==> config.mk <==
export PLATFORM = sky130hd
export DESIGN_NAME = pe_vec_mac
export DESIGN_NICKNAME = d
export VERILOG_FILES = /design/src/rtl/pe_pkg.sv /design/src/rtl/pe_mac_lane.sv /design/src/rtl/pe_vec_mac.sv
export SDC_FILE = /design/constraint.sdc
export NUM_CORES = 2
export LEC_CHECK = 0
export CAP_MARGIN = 25
export CELL_PAD_IN_SITES_DETAIL_PLACEMENT = 1
export CELL_PAD_IN_SITES_GLOBAL_PLACEMENT = 2
export CORE_UTILIZATION = 41
export DETAILED_ROUTE_END_ITERATION = 10
export PLACE_DENSITY = 0.86
export SKIP_CTS_REPAIR_TIMING = 1
export SYNTH_ARGS = -nofsm -noshare
export SYNTH_HDL_FRONTEND = slang
export SYNTH_SLANG_ARGS = --single-unit
==> constraint.sdc <==
create_clock -name clk -period 7.2 [get_ports clk]
set_input_delay 0.72 -clock clk [delete_from_list [all_inputs] [get_ports clk]]
set_output_delay 0.72 -clock clk [all_outputs]
set_load 0.02 [all_outputs]
==> src/rtl/pe_pkg.sv <==
// Shared types and the saturating adder for the pe_vec_mac column PE.
// Saturation is enabled by defining PE_VEC_MAC_SAT_EN in the lane/top builds.
package pe_pkg;

  typedef enum logic [1:0] {
    MODE_MAC   = 2'd0,
    MODE_BIAS  = 2'd1,
    MODE_DRAIN = 2'd2,
    MODE_IDLE  = 2'd3
  } pe_mode_e;

  typedef enum logic {
    S_IDLE  = 1'b0,
    S_DRAIN = 1'b1
  } pe_state_e;

  localparam int SAT_MAX_W = 64;
  localparam int SAT_EXT_W = SAT_MAX_W + 1;

  typedef struct packed {
    logic signed [SAT_MAX_W-1:0] sum;
    logic                        clip;
  } sat_res_t;

  // Adds two sign-extended operands and clips to the signed range of `width` bits.
  function automatic sat_res_t sat_add(input logic signed [SAT_MAX_W-1:0] a,
                                       input logic signed [SAT_MAX_W-1:0] b,
                                       input int unsigned                 width);
    logic signed [SAT_EXT_W-1:0] full;
    logic signed [SAT_EXT_W-1:0] hi;
    logic signed [SAT_EXT_W-1:0] lo;
    sat_res_t                    r;
    full = SAT_EXT_W'(a) + SAT_EXT_W'(b);
    hi   = (SAT_EXT_W'(1) <<< (width - 1)) - SAT_EXT_W'(1);
    lo   = -hi - SAT_EXT_W'(1);
    r.clip = 1'b0;
    r.sum  = full[SAT_MAX_W-1:0];
    if (full > hi) begin
      r.sum  = hi[SAT_MAX_W-1:0];
      r.clip = 1'b1;
    end else if (full < lo) begin
      r.sum  = lo[SAT_MAX_W-1:0];
      r.clip = 1'b1;
    end
    return r;
  endfunction

endpackage

==> src/rtl/pe_mac_lane.sv <==
// One signed MAC lane: accumulate, bias-load and clear, wrapping or (with
// PE_VEC_MAC_SAT_EN defined) saturating, with a single-cycle overflow pulse.
module pe_mac_lane
  import pe_pkg::*;
#(
  parameter int WIDTH_DATA  = 16,
  parameter int WIDTH_MDATA = 32
) (
  input  logic                          clk,
  input  logic                          rst,
  input  logic                          mac_i,
  input  logic                          bias_i,
  input  logic                          clr_i,
  input  logic signed [WIDTH_DATA-1:0]  v_i,
  input  logic signed [WIDTH_DATA-1:0]  h_i,
  output logic signed [WIDTH_MDATA-1:0] acc_o,
  output logic                          ovf_o
);

  logic signed [2*WIDTH_DATA-1:0]  prod;
  logic signed [WIDTH_MDATA-1:0]   acc_q;
  logic signed [WIDTH_MDATA-1:0]   acc_d;

  assign prod = v_i * h_i;

`ifdef PE_VEC_MAC_SAT_EN
  sat_res_t add_r;
  assign add_r = sat_add(SAT_MAX_W'(acc_q), SAT_MAX_W'(prod), WIDTH_MDATA);
`endif

  // NOTE: every output of a combinational block gets a default first, so no path leaves it unassigned and infers a latch.
  always_comb begin
    acc_d = acc_q;
    ovf_o = 1'b0;
    if (clr_i) begin
      acc_d = '0;
    end else if (bias_i) begin
      acc_d = WIDTH_MDATA'(v_i);
    end else if (mac_i) begin
`ifdef PE_VEC_MAC_SAT_EN
      acc_d = add_r.sum[WIDTH_MDATA-1:0];
      ovf_o = add_r.clip;
`else
      acc_d = acc_q + WIDTH_MDATA'(prod);
`endif
    end
  end

  // NOTE: state registers use non-blocking assignments so all flops update from pre-edge values.
  always_ff @(posedge clk or posedge rst) begin
    if (rst) acc_q <= '0;
    else     acc_q <= acc_d;
  end

  assign acc_o = acc_q;

endmodule

==> src/rtl/pe_vec_mac.sv <==
// Multi-lane column PE: NUM_LANES MAC lanes, drain FSM and cascade adder.
// Define PE_VEC_MAC_SAT_EN for saturating arithmetic and a sticky ovf_o.
module pe_vec_mac
  import pe_pkg::*;
#(
  parameter int WIDTH_DATA  = 16,
  parameter int WIDTH_MDATA = 32,
  parameter int NUM_LANES   = 4,
  parameter int CNT_W       = 16
) (
  input  logic                            clk,
  input  logic                            rst,
  input  logic [1:0]                      mode_i,
  input  logic                            in_valid_i,
  input  logic [NUM_LANES*WIDTH_DATA-1:0] v_bus_data_i,
  input  logic [WIDTH_DATA-1:0]           h_bus_data_i,
  input  logic [WIDTH_MDATA-1:0]          top_data_i,
  input  logic                            top_valid_i,
  output logic [WIDTH_MDATA-1:0]          bot_data_o,
  output logic                            bot_valid_o,
  output logic                            busy_o,
  output logic [CNT_W-1:0]                mac_count_o,
  output logic                            ovf_o
);

  localparam int              LANE_W    = (NUM_LANES > 1) ? $clog2(NUM_LANES) : 1;
  localparam logic [LANE_W-1:0] LAST_LANE = LANE_W'(NUM_LANES - 1);

  pe_mode_e                      mode;
  pe_state_e                     state_q, state_d;
  logic [LANE_W-1:0]             lane_q, lane_d;
  logic [CNT_W-1:0]              cnt_q, cnt_d;
  logic signed [WIDTH_MDATA-1:0] bot_data_q;
  logic                          bot_valid_q, busy_q, ovf_q, ovf_d;
  logic                          mac_fire, bias_fire, drain_fire;
  logic [NUM_LANES-1:0]          lane_clr, lane_ovf;
  logic signed [WIDTH_MDATA-1:0] lane_acc [NUM_LANES];
  logic signed [WIDTH_MDATA-1:0] sel_acc, top_add, casc_sum;
  logic                          casc_clip;

  assign mode = pe_mode_e'(mode_i);

  for (genvar k = 0; k < NUM_LANES; k++) begin : g_lane
    assign lane_clr[k] = drain_fire && (lane_q == LANE_W'(k));
    pe_mac_lane #(
      .WIDTH_DATA (WIDTH_DATA),
      .WIDTH_MDATA(WIDTH_MDATA)
    ) u_lane (
      .clk   (clk),
      .rst   (rst),
      .mac_i (mac_fire),
      .bias_i(bias_fire),
      .clr_i (lane_clr[k]),
      .v_i   (v_bus_data_i[k*WIDTH_DATA +: WIDTH_DATA]),
      .h_i   (h_bus_data_i),
      .acc_o (lane_acc[k]),
      .ovf_o (lane_ovf[k])
    );
  end

  // The first lane leaves on the same edge that samples DRAIN; the last lane's
  // edge returns to S_IDLE, so a new command is accepted on the following edge.
  always_comb begin
    state_d    = state_q;
    lane_d     = lane_q;
    cnt_d      = cnt_q;
    mac_fire   = 1'b0;
    bias_fire  = 1'b0;
    drain_fire = 1'b0;
    case (state_q)
      S_IDLE: begin
        mac_fire   = in_valid_i && (mode == MODE_MAC);
        bias_fire  = in_valid_i && (mode == MODE_BIAS);
        drain_fire = (mode == MODE_DRAIN);
      end
      S_DRAIN: drain_fire = 1'b1;
      default: state_d = S_IDLE;
    endcase
    if (mac_fire && (cnt_q != '1)) cnt_d = cnt_q + 1'b1;
    if (drain_fire) begin
      if (lane_q == LAST_LANE) begin
        state_d = S_IDLE;
        lane_d  = '0;
        cnt_d   = '0;
      end else begin
        state_d = S_DRAIN;
        lane_d  = lane_q + 1'b1;
      end
    end
  end

  always_comb begin
    sel_acc = '0;
    for (int k = 0; k < NUM_LANES; k++) begin
      if (lane_q == LANE_W'(k)) sel_acc = lane_acc[k];
    end
  end

  assign top_add = top_valid_i ? $signed(top_data_i) : '0;

`ifdef PE_VEC_MAC_SAT_EN
  sat_res_t casc_r;
  assign casc_r    = sat_add(SAT_MAX_W'(sel_acc), SAT_MAX_W'(top_add), WIDTH_MDATA);
  assign casc_sum  = casc_r.sum[WIDTH_MDATA-1:0];
  assign casc_clip = drain_fire && casc_r.clip;
`else
  assign casc_sum  = sel_acc + top_add;
  assign casc_clip = 1'b0;
`endif

  // In the wrapping build every clip source is constant 0, so ovf_q never sets.
  assign ovf_d = ovf_q | (|lane_ovf) | casc_clip;

  always_ff @(posedge clk or posedge rst) begin
    if (rst) begin
      state_q     <= S_IDLE;
      lane_q      <= '0;
      cnt_q       <= '0;
      bot_data_q  <= '0;
      bot_valid_q <= 1'b0;
      busy_q      <= 1'b0;
      ovf_q       <= 1'b0;
    end else begin
      state_q     <= state_d;
      lane_q      <= lane_d;
      cnt_q       <= cnt_d;
      bot_valid_q <= drain_fire;
      busy_q      <= drain_fire;
      ovf_q       <= ovf_d;
      if (drain_fire) bot_data_q <= casc_sum;
    end
  end

  assign bot_data_o  = bot_data_q;
  assign bot_valid_o = bot_valid_q;
  assign busy_o      = busy_q;
  assign mac_count_o = cnt_q;
  assign ovf_o       = ovf_q;

endmodule

* Yosys cells after proc, flatten, opt, wreduce, memory -nomap -nowiden *
Index checks and enable logic that the tools add are counted.

storage, ports and cells
  register bits after elaboration = 180
  bits of input ports = 118
  output and inout port bits = 51
  word-level logic and storage cells = 65

cells by class
  $add $sub $neg = 7
  $mul = 4
  equality and inequality tests = 6
  multiplexer cells = 25
  bitwise gates (word level) = 1
  reductions and logical operators = 13

operators by type and width
  cell                                           count
  2-to-1 mux 32 bit                              17
  adder 32 bit                                   5
  multiplier 16 x 16 -> 32 bit                   4
  2-to-1 mux 16 bit                              3
  adder 16 x 1 -> 16 bit, second input constant  1
  inequality test 16 bit, second input constant  1
  nonzero test 3 bit                             4
  logical AND 1 bit                              7
  == test 2 bit, second input constant           3
  == test 2 x 1 -> 1 bit, second input constant  2
  logical NOT 2 bit                              2
  2-to-1 mux 1 bit                               3
  adder 2 x 1 -> 2 bit, second input constant    1
  2-to-1 mux 2 bit                               1
  case mux 1 bit (2 select lines)                1
  inverter 1 bit                                 1

* Logic depth before layout (Yosys ltp) *
  depth after elaboration = 7
  mapped depth = 26
  depth with buffers taken out = 24

* Modules after synthesis *
Synthesis repeated with hierarchy kept, for this count alone.

second synthesis, totals
  cells, all modules = 6113
  area total of the unflattened synthesis = 54519.8 um2

by module, submodules not included
  module                              times used  cells an instance  area an instance (um2)  sequential area each (um2)
  pe_mac_lane (g_lane[1].u_lane ...)  2           1340               12276.8                 800.8
  pe_mac_lane (g_lane[0].u_lane)      1           1359               12421.9                 800.8
  pe_mac_lane (g_lane[3].u_lane)      1           1334               12310.6                 800.8
  pe_vec_mac                          1           740                5233.8                  1326.3

* Worst setup path after synthesis *
No wires, ideal clock.

  path kind = input to register
  from = input port h_bus_data_i[2]
  to = register g_lane[3].u_lane.acc_q[31]
  setup time = 0.126 ns
  data arrival time = 6.882 ns
  data required time = 7.074 ns
  path slack = 0.192 ns
  stages on the path = 26
  path buffers = 3
  cells stage by stage = clkbuf_1 -> clkbuf_1 -> nand2_1 -> inv_1 -> fa_1 -> fa_1 -> inv_1 -> fa_1 -> inv_1 -> fa_1 -> fa_1 -> inv_1 -> fa_1 -> inv_1 -> ha_1 -> clkbuf_1 -> inv_1 -> nor2_1 -> and3_1 -> a221oi_1 -> a41oi_1 -> or4_1 -> a31oi_1 -> a21oi_1 -> xnor2_1 -> a221o_1

between the ends
  word-level cells in the longest chain between the ends = 5

RTL lines
  what                          RTL line           source
  from (decl)                   pe_vec_mac.sv:16   input logic [WIDTH_DATA-1:0] h_bus_data_i,
  multiplier 16 x 16 -> 32 bit  pe_mac_lane.sv:24  assign prod = v_i * h_i;
  adder 32 bit                  pe_mac_lane.sv:44  acc_d = acc_q + WIDTH_MDATA'(prod);
  2-to-1 mux 32 bit             pe_mac_lane.sv:39  end else if (mac_i) begin
  2-to-1 mux 32 bit             pe_mac_lane.sv:37  end else if (bias_i) begin
  2-to-1 mux 32 bit             pe_mac_lane.sv:35  if (clr_i) begin
  to (signal assigned)          pe_mac_lane.sv:51  if (rst) acc_q <= '0;
  to (signal assigned)          pe_mac_lane.sv:52  else acc_q <= acc_d;
  to (decl)                     pe_mac_lane.sv:21  logic signed [WIDTH_MDATA-1:0] acc_q;

Every way passes these cells. The select of a mux whose other input is x is not followed.
A chain may end at the register's enable or synchronous reset.

* Worst setup path in the final report *
  from = input port v_bus_data_i[63]
  to = register g_lane[3].u_lane.acc_q[29]

between the ends
  word-level cells in the longest chain between the ends = 5

RTL lines
  what                          RTL line           source
  from (decl)                   pe_vec_mac.sv:15   input logic [NUM_LANES*WIDTH_DATA-1:0] v_bus_data_i,
  multiplier 16 x 16 -> 32 bit  pe_mac_lane.sv:24
  adder 32 bit                  pe_mac_lane.sv:44
  2-to-1 mux 32 bit             pe_mac_lane.sv:39
  2-to-1 mux 32 bit *           pe_mac_lane.sv:37
  2-to-1 mux 32 bit *           pe_mac_lane.sv:35

Mark *: on every way between the ends. The rest lies on a longest branch, timed or not. The select of a mux whose other input is x is not followed.

==> out/qor.csv <==
metric;value;unit
placed instance area;60360;um^2
top cells by count, synth;1357 x inv_1, 1169 x fa_1, 734 x nand2_1, 527 x and2_1, 428 x ha_1;
layout cells sized above 1;9.214;%
# fillers;14844;
drt initial violations;2168;
Final Slew Violations;0;
Synth cell types;68;
via count;41718;
antenna viol nets, final;0;
leading area contributor after synthesis;fa_1;
top cell type's share of synthesized area;44.06;%
Site Rows;131;
Num CTS Buffers;17;
Mapped Nets;7643;
first-pass GRT wire length;278.6;mm
DRC;0;
hold wc startpoint;bot_data_o[0]$_DFFE_PP0N_;
Clock Path Buffers;2;
Slowest-stage cell, CP;or4_4;
crit-path most repeated cell;fa_1;
Clock Skew;20.77;ps
area delta synth->final;15.02;%
Die Ht;361.9;um
total track usage;27.69;%
Synth Area in Compound Gates;7.703;%
starting density of the core;41.49;%
Reg-to-Reg End;bot_data_o[31]$_DFFE_PP0N_;
worst setup margin;184.6;ps
Max Clk Rate;0.1425;GHz
YS warnings;0;
final hold vios;0;
Mean Syn Cell Area;8.960;um^2
crit path kind;in2reg;
RePlAce Congestion;0.9215;
Min-Delay Endpoint;bot_data_o[0]$_DFFE_PP0N_;
Slew @ Worst Pin;1063;ps
WL/cell;21.25;um
most frequently used flop master after synthesis;dfrtp_1;
CP Buf/Inv Count;9;
H-Tree Level Count;4;
Worst EP required;7610;ps
IO Port Bufs;167;
status;finished clean;
final non-filler cell total;8107;
storage element area;4504;um^2
post-synthesis sequential area ratio;8.480;%
most numerous cell in the Yosys netlist;inv_1;
Mapped Cells;5928;
crit share post-route;97.44;%
CTS tree;built;
TritonRoute pass-1 iters;5;
Multi-input gate area;42650;um^2
max_cap viols;0;
Worst Hold Class;reg2reg;
Die Width;361.9;um
hold path depth;2;
vias in the first global route;47872;
global routing's busiest layer;met2;
met2 Use GR;44.98;%
worst slack at placement;-452.1;ps
Simple-Gate Fraction of Synth Area;14.64;%
family with the most delay on the worst path;adder cells;
initial antenna violation count;15;
Die Footprint;131000;um^2
Num Clock Sinks;180;
Area contributors post-synth;fa_1 44%, ha_1 10%, inv_1 9.6%, dfrtp_1 8.5%, and2_1 6.2%;
met3 Usage GRT;3.287;%
HPWL Detailed;146.8;mm
min Tclk post-route;7015;ps
flop-to-flop setup slack;1370;ps
core area;128000;um^2
Slew HR;28.62;%
cells on worst reg2reg path;22;
Mapped Area;53110;um^2
final instance area;61090;um^2
number of synthesized flops with an enable pin;0;
post-synthesis sequential element count;180;
Worst Path Arrival;7430;ps
adder-cell share of the synthesized area;54.14;%
Boundary Pins;169;
nets;8073;
largest family of logic cells by synthesized area;adder cells;
grt total ovfl;0;
proportion of synthesized area in mux cells;0.3793;%
WL final;172.3;mm
RR Startpoint;lane_q[0]$_DFFE_PP0N_;
Final Setup Violations;0;
XOR/XNOR Fraction of Synth Area;3.215;%
Worst-Skew Late Latency;530;ps
clock-pin slew on the worst setup and hold paths;90;ps
worst stage delay on the critical path;550;ps
Max FO, Critical Path;17;
CTS root buffer;clkbuf_16;
Synth async-reset ratio;100.0;%
Critical Path Start Type;primary input;
CP endpoint kind;register;
met1 Track Usage GR;38.71;%
pin count of the biggest net entering global routing;125;
Vias/cell;5.146;
dpl cells;8064;
==> cell families (layout without fill, tap and decap cells) <==
kind of cell               after synthesis  after routing
DFF                                    180            180
other                                    1              8
xor gates and xnor gates               195            195
adders and majority gates             1597           1597
muxes                                   20             20
buffers and inverters                 1616           2059
AOI/OAI and AO/OA                      684            684
and+or+nand+nor                       1635           1635
==> how the worst max path moves through the flow <==
stage / from / end / slack [ps] / cells after the start
6_report: v_bus_data_i[63] / g_lane[3].u_lane.acc_o[29]$_DFFE_PP0P_ / 180 / 26
4_1_cts: v_bus_data_i[53] / g_lane[3].u_lane.acc_o[30]$_DFFE_PP0P_ / 110 / 25
5_1_grt: v_bus_data_i[23] / g_lane[1].u_lane.acc_o[31]$_DFFE_PP0P_ / -7 / 24
3_5_place_dp: v_bus_data_i[53] / g_lane[3].u_lane.acc_o[30]$_DFFE_PP0P_ / -450 / 25
3_3_place_gp: v_bus_data_i[54] / g_lane[3].u_lane.acc_o[30]$_DFFE_PP0P_ / -340 / 25
2_1_floorplan: h_bus_data_i[2] / g_lane[3].u_lane.acc_o[31]$_DFFE_PP0P_ / 190 / 26
==> sequential cells by signal, summed over array words and instances (netlist names) <==
register / flops
g_lane.u_lane.acc_o: 128
bot_data_o: 32
state_q: 1
mac_count_o: 16
busy_o: 1
lane_q: 2
==> layout by cell type (no fill, tap or decap), types with 11 or more instances in the layout <==
master           instances
dfrtp_1                180
buf_2                   15
nor2b_1                 13
nand2_1                733
buf_12                  53
a21o_1                  52
mux2i_1                 19
and3_1                  13
o21a_1                  21
a221o_1                 21
clkbuf_16               17
ha_1                   425
nand3_1                 22
inv_1                 1355
a211oi_1                15
o21bai_1                13
buf_4                  448
clkdlybuf4s50_1        147
nor3_1                  15
o21ai_0                222
fa_1                  1168
o211ai_1                11
nor2_1                 237
a31oi_1                 20
a21oi_1                228
xor2_1                  70
xnor2_1                125
and2_1                 527
nand2b_1                36
==> tightest hold or removal path: cells and delay by family, from the launching register on <==
family	cells	cell delay [ps]
flops	1	350
simple gates	2	110
==> final cells by class <==
type | instances | area share [%]
Multi-Input combinational cell | 4132 | 69.81
Timing Repair Buffer | 670 | 9.964
Inverter | 1357 | 8.350
Sequential cell | 180 | 7.373
Tap cell | 1729 | 3.541
Clock buffer | 18 | 0.7188
Clock inverter | 14 | 0.2191
Antenna cell | 7 | 0.02867
==> routing by layer <==
metal	vias to the layer above	share of wire [%]
met4	12	3.1
met5	-	0.044
li1	18537	-
met2	1002	47
met3	220	5.6
met1	21947	44
==> per-stage QoR <==
stage	TNS (ps)	utilization, %	hold WS (ps)
2_1_floorplan	0	-	460.7
3_3_place_gp	-2517	47.13	464.1
3_5_place_dp	-4719	47.15	472.7
4_1_cts	0	47.60	501.6
5_1_grt	-7.367	47.71	514.0
6_report	0	47.73	490.5
Power is left out: the tool's default activity adds up to more than one toggle a clock period on the data nets, which glitch-free logic cannot reach.
